[src/rtl/twiddle_fold8_gen.sv]
// Twiddle-factor generator for one R2^2 SDF stage: counts samples, folds the twiddle index
// onto a 1/8-size cos/sin ROM and unfolds the returned data to exp(-j2*pi*n/N).
module twiddle_fold8_gen #(
    parameter int unsigned LOG_N   = 6,
    parameter int unsigned WIDTH   = 16,
    parameter int unsigned ROM_LAT = 1,
    parameter int unsigned TC_FF   = 1
) (
    input  logic             clock,
    input  logic             reset,
    input  logic             in_en,
    input  logic             inv,
    output logic             rom_en,
    output logic [LOG_N-4:0] rom_addr,
    input  logic [WIDTH-1:0] rom_re,
    input  logic [WIDTH-1:0] rom_im,
    output logic             tw_en,
    output logic             tw_first,
    output logic             tw_unity,
    output logic [WIDTH-1:0] tw_re,
    output logic [WIDTH-1:0] tw_im
);

    localparam int unsigned RW = LOG_N - 3;
    localparam logic [WIDTH-1:0] MinVal = {1'b1, {(WIDTH-1){1'b0}}};
    localparam logic [WIDTH-1:0] MaxVal = ~MinVal;
    localparam real CosPi4 = 0.7071067811865476;
    localparam int CosMqInt = int'(CosPi4 * (2.0 ** (WIDTH - 1)));
    localparam logic [WIDTH-1:0] CosMq = WIDTH'(CosMqInt);

    // ---------------- sample counter and twiddle index ----------------
    logic [LOG_N-1:0] cnt_q;
    logic             frm_inv_q;
    logic [LOG_N-1:0] kx;
    logic [LOG_N-1:0] n_d;
    logic             first_d;
    logic             s1_inv_d;

    always_comb begin
        kx       = {2'b00, cnt_q[LOG_N-3:0]};
        first_d  = (cnt_q == '0);
        // The m==0 sample already uses the inv value being captured for its frame.
        s1_inv_d = first_d ? inv : frm_inv_q;
        unique case (cnt_q[LOG_N-1 -: 2])
            2'd0:    n_d = '0;
            2'd1:    n_d = kx << 1;
            2'd2:    n_d = kx;
            default: n_d = kx + (kx << 1);
        endcase
    end

    logic [LOG_N-1:0] s1_n_q;
    logic             s1_vld_q;
    logic             s1_first_q;
    logic             s1_inv_q;

    always_ff @(posedge clock) begin
        if (reset) begin
            cnt_q      <= '0;
            frm_inv_q  <= 1'b0;
            s1_n_q     <= '0;
            s1_vld_q   <= 1'b0;
            s1_first_q <= 1'b0;
            s1_inv_q   <= 1'b0;
        end else begin
            s1_vld_q   <= in_en;
            s1_first_q <= in_en & first_d;
            if (in_en) begin
                cnt_q    <= cnt_q + LOG_N'(1);
                s1_n_q   <= n_d;
                s1_inv_q <= s1_inv_d;
                if (first_d) begin
                    frm_inv_q <= inv;
                end
            end
        end
    end

    // ---------------- fold onto the 1/8 ROM ----------------
    logic [2:0]    s1_o;
    logic [RW-1:0] s1_r;
    logic [RW-1:0] s1_r_neg;
    logic          s1_rz;

    always_comb begin
        s1_o     = s1_n_q[LOG_N-1 -: 3];
        s1_r     = s1_n_q[RW-1:0];
        s1_r_neg = RW'(0) - s1_r;
        s1_rz    = (s1_r == '0);
        rom_en   = s1_vld_q;
        rom_addr = s1_o[0] ? s1_r_neg : s1_r;
    end

    // ---------------- delay line aligned with ROM data ----------------
    logic [2:0] dl_o_q     [ROM_LAT];
    logic       dl_rz_q    [ROM_LAT];
    logic       dl_vld_q   [ROM_LAT];
    logic       dl_first_q [ROM_LAT];
    logic       dl_inv_q   [ROM_LAT];

    always_ff @(posedge clock) begin
        if (reset) begin
            for (int i = 0; i < ROM_LAT; i++) begin
                dl_o_q[i]     <= '0;
                dl_rz_q[i]    <= 1'b0;
                dl_vld_q[i]   <= 1'b0;
                dl_first_q[i] <= 1'b0;
                dl_inv_q[i]   <= 1'b0;
            end
        end else begin
            dl_o_q[0]     <= s1_o;
            dl_rz_q[0]    <= s1_rz;
            dl_vld_q[0]   <= s1_vld_q;
            dl_first_q[0] <= s1_first_q;
            dl_inv_q[0]   <= s1_inv_q;
            for (int i = 1; i < ROM_LAT; i++) begin
                dl_o_q[i]     <= dl_o_q[i-1];
                dl_rz_q[i]    <= dl_rz_q[i-1];
                dl_vld_q[i]   <= dl_vld_q[i-1];
                dl_first_q[i] <= dl_first_q[i-1];
                dl_inv_q[i]   <= dl_inv_q[i-1];
            end
        end
    end

    // ---------------- unfold ----------------
    logic [2:0]       s2_o;
    logic             s2_rz;
    logic             s2_vld;
    logic             s2_first;
    logic             s2_inv;
    logic [WIDTH-1:0] neg_a;
    logic [WIDTH-1:0] neg_b;
    logic [WIDTH-1:0] neg_c;
    logic [WIDTH-1:0] unf_re;
    logic [WIDTH-1:0] unf_im;
    logic [WIDTH-1:0] out_im;
    logic             unf_unity;

    always_comb begin
        s2_o      = dl_o_q[ROM_LAT-1];
        s2_rz     = dl_rz_q[ROM_LAT-1];
        s2_vld    = dl_vld_q[ROM_LAT-1];
        s2_first  = dl_first_q[ROM_LAT-1];
        s2_inv    = dl_inv_q[ROM_LAT-1];
        neg_a     = WIDTH'(0) - rom_re;
        neg_b     = WIDTH'(0) - rom_im;
        neg_c     = WIDTH'(0) - CosMq;
        unf_re    = '0;
        unf_im    = '0;
        unf_unity = 1'b0;
        if (s2_rz) begin
            // Octant boundaries are exact constants; ROM data is ignored.
            case (s2_o)
                3'd0: unf_unity = 1'b1;
                3'd1: begin unf_re = CosMq;  unf_im = neg_c;  end
                3'd2: begin unf_re = '0;     unf_im = MinVal; end
                3'd3: begin unf_re = neg_c;  unf_im = neg_c;  end
                default: begin unf_re = '0;  unf_im = '0;     end
            endcase
        end else begin
            case (s2_o)
                3'd0: begin unf_re = rom_re; unf_im = rom_im; end
                3'd1: begin unf_re = neg_b;  unf_im = neg_a;  end
                3'd2: begin unf_re = rom_im; unf_im = neg_a;  end
                3'd3: begin unf_re = neg_a;  unf_im = rom_im; end
                3'd4: begin unf_re = neg_a;  unf_im = neg_b;  end
                3'd5: begin unf_re = rom_im; unf_im = rom_re; end
                default: begin unf_re = rom_re; unf_im = rom_im; end
            endcase
        end
        if (s2_inv) begin
            out_im = (unf_im == MinVal) ? MaxVal : (WIDTH'(0) - unf_im);
        end else begin
            out_im = unf_im;
        end
    end

    // ---------------- output stage ----------------
    if (TC_FF != 0) begin : g_out_reg
        logic             tw_en_q;
        logic             tw_first_q;
        logic             tw_unity_q;
        logic [WIDTH-1:0] tw_re_q;
        logic [WIDTH-1:0] tw_im_q;

        always_ff @(posedge clock) begin
            if (reset) begin
                tw_en_q    <= 1'b0;
                tw_first_q <= 1'b0;
                tw_unity_q <= 1'b0;
                tw_re_q    <= '0;
                tw_im_q    <= '0;
            end else begin
                tw_en_q    <= s2_vld;
                tw_first_q <= s2_vld & s2_first;
                tw_unity_q <= s2_vld & unf_unity;
                if (s2_vld) begin
                    tw_re_q <= unf_re;
                    tw_im_q <= out_im;
                end
            end
        end

        assign tw_en    = tw_en_q;
        assign tw_first = tw_first_q;
        assign tw_unity = tw_unity_q;
        assign tw_re    = tw_re_q;
        assign tw_im    = tw_im_q;
    end else begin : g_out_comb
        // Last valid value is kept so idle cycles still present a stable coefficient.
        logic [WIDTH-1:0] hold_re_q;
        logic [WIDTH-1:0] hold_im_q;

        always_ff @(posedge clock) begin
            if (reset) begin
                hold_re_q <= '0;
                hold_im_q <= '0;
            end else if (s2_vld) begin
                hold_re_q <= unf_re;
                hold_im_q <= out_im;
            end
        end

        assign tw_en    = s2_vld;
        assign tw_first = s2_vld & s2_first;
        assign tw_unity = s2_vld & unf_unity;
        assign tw_re    = s2_vld ? unf_re : hold_re_q;
        assign tw_im    = s2_vld ? out_im : hold_im_q;
    end

endmodule

[config.mk]
export PLATFORM = sky130hd
export DESIGN_NAME = twiddle_fold8_gen
export DESIGN_NICKNAME = d
export VERILOG_FILES = /design/src/rtl/twiddle_fold8_gen.sv
export SDC_FILE = /design/constraint.sdc
export NUM_CORES = 1
export LEC_CHECK = 0
export CAP_MARGIN = 10
export CORE_ASPECT_RATIO = 1.5
export CORE_MARGIN = 3
export CORE_UTILIZATION = 61
export CTS_BUF_LIST = sky130_fd_sc_hd__clkbuf_16
export DETAILED_ROUTE_END_ITERATION = 10
export PLACE_DENSITY = 0.88
export SKIP_CTS_REPAIR_TIMING = 1
export SYNTH_ARGS = -nofsm -noshare
export SYNTH_HDL_FRONTEND = slang
export SYNTH_SLANG_ARGS = --single-unit
[constraint.sdc]
create_clock -name clock -period 10.15 [get_ports clock]
set_clock_uncertainty 0.2 [all_clocks]
set_input_delay 2.5375 -clock clock [delete_from_list [all_inputs] [get_ports clock]]
set_output_delay 2.5375 -clock clock [all_outputs]
set_load 0.03 [all_outputs]
==> results.txt <==
GRT overflow - 0
Ant. Diodes - 0
synth unique cells - 80
static leakage - 2.08 nW
CP Class - primary input to flop
Mapped Cells - 753
Design Area, Final - 6330 µm²
placeable core area - 8520 µm²
Period Utilization, post-route - 68.9%
final max-slew violation count - 0
Async SR Flop Fraction - 0%
Synthesis Warnings - 0
syn avg cell area - 7.20 µm²
Tot Pwr - 0.722 mW
post-synthesis xor/xnor area fraction - 4.52%
Finish-stage setup viols - 0
Skew-Pair Late Insertion Delay - 0.33 ns
WL/cell - 24.8 µm
TNS Setup - 0 ns
arrival time at the worst endpoint - 7.02 ns
CTS tree - yes
H-tree depth - 3
Tightest Pin Transition - 1.12 ns
Compound-Gate Fraction of Synth Area - 31.6%
die width - 83 µm
CP Capture Type - flop
Die Ht - 122 µm
max frequency - 143 MHz
clock share of power - 40.7%
io pins - 75
peak supply drop - 179 µV
largest net degree at the start of global routing - 81
largest family of logic cells by synthesized area - compound AO/OA/AOI/OAI gates
Startpoint Class - primary input
die area - 10100 µm²
Site Rows - 41
GRT Resource Usage Total - 41.6%
Post-route DRC - 0
Port Buffer Count - 74
sequential share of power - 33.4%
# Max-Cap Violations - 0
final wirelength - 21.9 mm
Sw Pwr - 0.233 mW
CTS Buf Count - 9
EDFF count, synth - 0
power per cell area - 114 nW/µm²
DRT antenna net count - 0
Seq cells post-synth - 57
Iter 0 DRT Violations - 1243
crit path time final - 6.99 ns
sequential share of the synthesized area - 21.0%
initial core utilization - 63.7%
Synth Area in Adders - 3.14%
share of layout cells above drive strength 1 - 8.62%
vias in the first global route - 6232
Synth Cell Area - 5430 µm²
outcome - completed
Max-slew headroom - 25.4%
initial antenna violation count - 0
clock root buffer - clkbuf_16
Sink Count - 57
Simple-Gate Fraction of Synth Area - 27.9%
1st-pass router iterations - 7
combinational share of power - 25.9%
mux cell area share after synthesis - 4.43%
Int Power - 0.489 mW
Hold/Removal Path Class - flop to flop
syn_nets - 802
switch share - 32.3%
hold path cells - 1
Final HPWL DP - 14.2 mm
Clock Pin Slew Worst Setup and Hold Paths - 0.05 ns
worst path required time - 10.17 ns
Nets - 821
Setup WS pre-CTS - 2.95 ns
Placed Area - 6050 µm²
cells on worst reg2reg path - 10
first-pass GRT wire length - 33.6 mm
unrepaired setup endpoints after global routing - false
critical-path maximum fanout - 14
vias - 6607
GP Congestion - 1.03
Fin. Hold Viols - 0
Area growth syn-to-layout - 16.8%
Max Root-Sink Buffers - 2
vias per inst - 7.47
final worst slack - 3.16 ns
most common flop cell mapped by yosys - dfxtp_1
==> power groups by stage <==
stage / Combinational (mW) / Clock (mW) / Sequential, mW
detailed placement: 0.175 / 0 / 0.245
CTS: 0.181 / 0.292 / 0.241
global placement: 0.171 / 0 / 0.244
global route: 0.196 / 0.301 / 0.242
finish: 0.187 / 0.293 / 0.241
floorplan: 0.104 / 0 / 0.255
==> layout make-up <==
class / instances / area (µm²)
clock buffers: 9 / 225
flip-flops and latches: 57 / 1140
multi-input cells: 599 / 3890
fillers: 633 / 2180
repair buffers: 82 / 796
well taps: 107 / 134
clock inverters: 7 / 62.6
inverters: 23 / 86.3
==> registers in the layout (all words and copies together), names as in the netlist <==
register,cells
dl_first_q,1
dl_rz_q,1
tw_first,1
s1_first_q,1
s1_inv_q,1
tw_en,1
tw_re,16
tw_unity,1
rom_en,1
dl_inv_q,1
dl_o_q,3
s1_n_q,6
dl_vld_q,1
tw_im,16
cnt_q,6
==> synthesized netlist by cell type (all sizes together), types with 6 or more instances <==
| cell | number | area (µm²) |
|---|---|---|
| nand2b | 7 | 43.8 |
| o31a | 6 | 52.6 |
| and3 | 7 | 43.8 |
| o22ai | 10 | 62.6 |
| dfxtp | 57 | 1140 |
| mux2i | 15 | 150 |
| nor4 | 8 | 71.3 |
| nand3 | 20 | 100 |
| nor2 | 81 | 304 |
| or4 | 7 | 63.8 |
| nor3 | 23 | 136 |
| a31oi | 19 | 119 |
| xnor2 | 17 | 149 |
| o211ai | 11 | 82.6 |
| clkbuf | 53 | 199 |
| nor2b | 19 | 119 |
| a22oi | 7 | 52.6 |
| inv | 22 | 82.6 |
| a21oi | 51 | 255 |
| xor2 | 11 | 96.3 |
| o31ai | 8 | 60.1 |
| o21ai | 49 | 245 |
| nand2 | 77 | 289 |
| buf | 21 | 113 |
| nand4 | 15 | 109 |
| a211oi | 20 | 200 |
| ha | 12 | 150 |
==> path summary, 6_finish.rpt <==
check / from / endpoint / slack (ns)
max reg2reg: dl_o_q[0][0] / tw_im[0] / 5.02
min: s1_first_q / dl_first_q[0] / 0.27
min reg2reg: s1_first_q / dl_first_q[0] / 0.27
max: rom_re[1] / tw_im[0] / 3.16
==> metrics by stage <==
stage | cells | util, % | hold slack (ns)
3_3_place_gp | 868 | 71.0 | 0.221
5_1_grt | 884 | 74.4 | 0.273
6_report | 884 | 74.4 | 0.275
4_1_cts | 884 | 74.4 | 0.264
2_1_floorplan | 753 | - | 0.206
3_5_place_dp | 868 | 71.0 | 0.230
==> layout by cell type, fill, tap and decap left out, drive strengths merged, types with 8 or more instances in the layout <==
| master | synthesis | routed |
|---|---|---|
| nor2 | 81 | 81 |
| nand2 | 77 | 77 |
| clkdlybuf4s50 | 0 | 73 |
| dfxtp | 57 | 57 |
| a21oi | 51 | 51 |
| o21ai | 49 | 49 |
| inv | 22 | 23 |
| nor3 | 23 | 23 |
| nand3 | 20 | 20 |
| a211oi | 20 | 20 |
| a31oi | 19 | 19 |
| nor2b | 19 | 19 |
| xnor2 | 17 | 17 |
| mux2i | 15 | 15 |
| nand4 | 15 | 15 |
| ha | 12 | 12 |
| o211ai | 11 | 11 |
| xor2 | 11 | 11 |
| o22ai | 10 | 10 |
| clkbuf | 53 | 9 |
| buf | 21 | 9 |
| o31ai | 8 | 8 |
| nor4 | 8 | 8 |
==> kinds of logic after synthesis <==
logic type | count (synthesis)
flip-flops | 57
AO/OA/AOI/OAI | 245
adder cells (fa/ha/maj) | 13
buffers and inverters | 97
AND/OR/NAND/NOR | 294
XOR/XNOR | 28
multiplexers | 19
==> worst max-delay path: stages <==
cell and delay, ns:
clkdlybuf4s50_1 0.54, inv_1 0.11, ha_1 0.31, nor3b_2 0.74, nand4_4 0.23, a221o_1 0.39
a21oi_1 0.13, nor3_1 0.10, or4b_4 0.57, or2_1 0.26, o41a_1 0.71, a211oi_1 0.37
==> per-layer routing <==
metal	global-route usage [%]	vias up	part of all wire, %
met5	0	-	0
met4	33.1	0	8.6
met3	9.51	174	11
met2	69.4	560	47
met1	45.1	3035	34
li1	-	2838	-
Note: power is estimated with default switching activity, not from simulation.
